**src/rtl/aes128_block_unloader.sv**
```systemverilog
// Byte-streaming unloader for AES-128 result blocks: a shift register drains the
// current block over valid/ready while a one-block pending buffer holds the next.
module aes128_block_unloader #(
  parameter int unsigned DATA_W    = 128,
  parameter int unsigned OUT_W     = 8,
  parameter bit          MSB_FIRST = 1'b1
) (
  input  logic              CLK,
  input  logic              RSTB,
  input  logic [DATA_W-1:0] blk_data,
  input  logic              blk_valid,
  output logic              blk_ready,
  output logic [OUT_W-1:0]  out_data,
  output logic              out_valid,
  input  logic              out_ready,
  output logic              out_last,
  output logic              busy
);

  localparam int unsigned NBEAT = DATA_W / OUT_W;
  localparam int unsigned CNT_W = (NBEAT > 1) ? $clog2(NBEAT) : 1;
  localparam logic [CNT_W-1:0] LAST_BEAT = CNT_W'(NBEAT - 1);

  typedef enum logic {IDLE, SEND} state_t;

  state_t              state_q, state_d;
  logic [CNT_W-1:0]    cnt_q, cnt_d;
  logic [DATA_W-1:0]   shift_q, shift_d;
  logic [DATA_W-1:0]   pend_q, pend_d;
  logic                pend_full_q, pend_full_d;
  logic                out_valid_q, out_valid_d;
  logic                out_last_q, out_last_d;

  logic in_xfer;
  logic out_xfer;

  assign blk_ready = !pend_full_q;
  assign in_xfer   = blk_valid & blk_ready;
  assign out_xfer  = out_valid_q & out_ready;

  always_comb begin
    state_d     = state_q;
    cnt_d       = cnt_q;
    shift_d     = shift_q;
    pend_d      = pend_q;
    pend_full_d = pend_full_q;

    unique case (state_q)
      IDLE: begin
        if (in_xfer) begin
          shift_d = blk_data;
          cnt_d   = '0;
          state_d = SEND;
        end
      end
      SEND: begin
        if (out_xfer && cnt_q == LAST_BEAT) begin
          // Reload without a bubble: pending block first, else a same-cycle input.
          if (pend_full_q) begin
            shift_d     = pend_q;
            cnt_d       = '0;
            pend_full_d = 1'b0;
          end else if (in_xfer) begin
            shift_d = blk_data;
            cnt_d   = '0;
          end else begin
            state_d = IDLE;
          end
        end else begin
          if (out_xfer) begin
            shift_d = MSB_FIRST ? (shift_q << OUT_W) : (shift_q >> OUT_W);
            cnt_d   = cnt_q + 1'b1;
          end
          if (in_xfer) begin
            pend_d      = blk_data;
            pend_full_d = 1'b1;
          end
        end
      end
      default: state_d = IDLE;
    endcase

    out_valid_d = (state_d == SEND);
    out_last_d  = (state_d == SEND) && (cnt_d == LAST_BEAT);
  end

  always_ff @(posedge CLK or negedge RSTB) begin
    if (!RSTB) begin
      state_q     <= IDLE;
      cnt_q       <= '0;
      shift_q     <= '0;
      pend_q      <= '0;
      pend_full_q <= 1'b0;
      out_valid_q <= 1'b0;
      out_last_q  <= 1'b0;
    end else begin
      state_q     <= state_d;
      cnt_q       <= cnt_d;
      shift_q     <= shift_d;
      pend_q      <= pend_d;
      pend_full_q <= pend_full_d;
      out_valid_q <= out_valid_d;
      out_last_q  <= out_last_d;
    end
  end

  assign out_data  = MSB_FIRST ? shift_q[DATA_W-1 -: OUT_W] : shift_q[OUT_W-1:0];
  assign out_valid = out_valid_q;
  assign out_last  = out_last_q;
  assign busy      = (state_q == SEND) | pend_full_q;

endmodule

```
**config.mk**
```make
export PLATFORM = sky130hd
export DESIGN_NAME = aes128_block_unloader
export DESIGN_NICKNAME = d
export VERILOG_FILES = /design/src/rtl/aes128_block_unloader.sv
export SDC_FILE = /design/constraint.sdc
export NUM_CORES = 1
export LEC_CHECK = 0
export BUFFER_PORTS_ARGS = -buffer_cell sky130_fd_sc_hd__buf_2
export CORE_MARGIN = 2
export CORE_UTILIZATION = 45
export CTS_CLUSTER_DIAMETER = 30
export DETAILED_ROUTE_END_ITERATION = 6
export SYNTH_ARGS = -nofsm -noshare
export SYNTH_HDL_FRONTEND = slang
export SYNTH_SLANG_ARGS = --single-unit
```
**constraint.sdc**
```tcl
create_clock -name CLK -period 3.6 [get_ports CLK]
set_clock_uncertainty 0.05 [all_clocks]
set_input_delay 0.72 -clock CLK [delete_from_list [all_inputs] [get_ports CLK]]
set_output_delay 0.72 -clock CLK [all_outputs]
set_load 0.02 [all_outputs]
```
==> impl_metrics.json <==
{
  "violations": "DRC",
  "io_pins": 144,
  "die_area_um2": 32090,
  "relSlewSlack": 0.3198,
  "cp-end-kind": "output pin",
  "port-buffer-count": 143,
  "synth_area_leaders": "dfrtp_1, mux2i_1, mux2_1",
  "wl_per_cell_um": 21.39,
  "clk_pin_slew_ps": 40,
  "grt_pass1_wl_mm": 59.93,
  "yosys.area_share.adder": 0.0009064,
  "initial_utilization": 0.4537,
  "setup_violations": 0,
  "ys_seq_elements": 263,
  "synth_edf_count": 0,
  "cts_tree": "yes",
  "rows": 64,
  "cts_setup_buffers": 0,
  "syn_area_per_cell_um2": 11.23,
  "die_w_um": 179.1,
  "synth-seq-area-share": 0.4768,
  "startpoint_type": "flip-flop",
  "core_area_um2": 30430,
  "clock-sinks": 263,
  "rsz0062_at_grt": "no",
  "cp.arrival_ps": 2180,
  "p_leak_nw": 7.566,
  "max_stage_delay_ps": 1030,
  "synthFlopType": "dfrtp_1",
  "synth_top_family_by_area": "multiplexers",
  "dp_hpwl_mm": 21.26,
  "first_pass_iters": 7,
  "drc": 5,
  "syn_nets": 1362,
  "total_power_mw": 13.62,
  "async_reset_ff_frac": 1.000,
  "mostFrequentLayoutCell": "dfrtp_1",
  "synthCells": 1229,
  "cts_buffers": 68,
  "vias_per_cell": 6.140,
  "cts_hold_buffers": 0,
  "cp_max_fo": 86,
  "routed_wl_mm": 38.25,
  "grt_usage": 0.2377,
  "n_fill_cell": 2626,
  "clock-root-buffer": "clkbuf_16",
  "synth_cell_types": 39,
  "status": "complete, but fails checks",
  "synth_warnings": 0,
  "crit_type": "reg2out",
  "cp_slowest_cell": "dfrtp_4",
  "cp_data_required_time_ps": 2830,
  "final_layout_size_suffix_gt1_frac": 0.2165,
  "fin_tns_setup_ps": 0,
  "h-tree-depth": 3,
  "ant_nets": 0,
  "grt.overflow.total": 0,
  "slew_violations": 0,
  "maxCapViolCount": 0,
  "hold_viol": 0,
  "synth-simple-area-share": 0.03598,
  "hp-class": "in2async",
  "die_h_um": 179.1,
  "grt_pass1_vias": 10885,
  "syn-cell-area_um2": 13800,
  "cts_buffer_depth": 3,
  "final_core_util": 0.5584,
  "nNetsFinal": 1476,
  "fin_crit_ps": 2951,
  "yosysTopAreaCell": "dfrtp_1",
  "finalCritPeriodShare": 0.8198,
  "synth_mux_area_frac": 0.2473,
  "insertion_delay_ps": 560,
  "vias": 10978,
  "synth_xor_area_frac": 0.001269,
  "cts-resized-gates": 0,
  "worstMarginPinSlew_ps": 1020,
  "peakVddDrop_mv": 0.4269,
  "powerDensity_nw_per_um2": 801.6,
  "grt_max_degree": 122,
  "synth_compound_area_frac": 0.1865,
  "syn2layout_area_growth_pct": 23.09,
  "path_cells": "inv_1 > nand2_1 > buf_2",
  "synth_top_area_share": 0.4768,
  "globalplace.congestion": 0.7479,
  "antenna_found_initial": 3,
  "drt_iter0_drc": 1163,
  "fmax_mhz": 338.8,
  "layout_common_cells": "dfrtp_1, o21ai_0, mux2i_1"
}
==> Yosys cell counts, types with 4 or more instances <==
cell type  instances
a222oi_1         106
a22oi_1           44
buf_1              5
buf_2             31
buf_4             12
buf_6             15
clkbuf_1          61
dfrtp_1          263
inv_1             12
mux2_1           113
mux2_2            16
mux2i_1          196
nand2_1          103
nand3_1            4
o21ai_0          216
o21ai_1            4
==> sequential cells by signal, summed over array words and instances (netlist names) <==
name	flops
pend_full_q	1
pend_q	128
cnt_q	4
shift_q	128
out_valid	1
out_last	1
==> critical path: cells and delay by family (launching register included) <==
kind	cells	cell delay, ps
buffers and inverters	2	420
AND/OR/NAND/NOR	1	190
flip-flops	1	1030
==> power by group <==
part | internal, mW | total (mW) | switching, mW | leakage (nW)
clock network | 4.22 | 6.03 | 1.81 | 1.12
logic | 1.34 | 2.62 | 1.28 | 2.99
registers | 4.07 | 4.97 | 0.898 | 3.46
==> worst paths after layout <==
path / cells after the start / to / from / slack [ps]
max in group asynchronous: 2 / shift_q[85]$_DFFE_PN0P_ / RSTB / 2480
min in group CLK: 2 / pend_q[111]$_DFFE_PN0P_ / blk_data[111] / 340
setup / recovery: 3 / busy / pend_full_q$_DFFE_PN0P_ / 650
hold reg to reg: 1 / pend_q[74]$_DFFE_PN0P_ / pend_q[74]$_DFFE_PN0P_ / 440
hold / removal: 1 / shift_q[65]$_DFFE_PN0P_ / RSTB / 120
setup reg to reg: 5 / shift_q[6]$_DFFE_PN0P_ / pend_full_q$_DFFE_PN0P_ / 1020
==> routing by layer <==
metal,global-route usage,part of all wire,up-vias
li1,-,-,4989
met1,0.3259,0.45,5550
met2,0.3742,0.46,363
met3,0.04347,0.058,74
met4,0.09207,0.025,2
met5,0,0.00034,-
==> area by class of cell <==
class,instances,area (um2),area share
Clock inverter,29,386.6,0.02275
Clock buffer,88,1888,0.1111
Antenna cell,2,5.005,0.0002945
Timing Repair Buffer,168,1020,0.06001
Sequential cell,263,6589,0.3877
Multi-Input combinational cell,830,6564,0.3863
Tap cell,396,495.5,0.02916
Inverter,12,45.04,0.002651
==> logic make-up after synthesis <==
family / count (synthesis)
adders and majority gates: 1
AOI/OAI and AO/OA: 381
DFF: 263
xor gates and xnor gates: 2
muxes: 325
buffers and inverters: 136
and+or+nand+nor: 121
==> through the flow <==
| stage | cells | cell area [um2] | hold slack [ps] | setup slack, ps |
|---|---|---|---|---|
| floorplan | 1229 | 13800 | 374.4 | 1432 |
| global placement | 1669 | 14710 | 423.5 | 970.6 |
| detailed placement | 1669 | 14710 | 431.2 | 912.5 |
| CTS | 1786 | 16990 | 152.8 | 647.8 |
| global route | 1787 | 16990 | 188.7 | 508.0 |
| finish | 1788 | 16990 | 123.2 | 648.7 |
No activity file was read; power rests on OpenSTA's default activity.
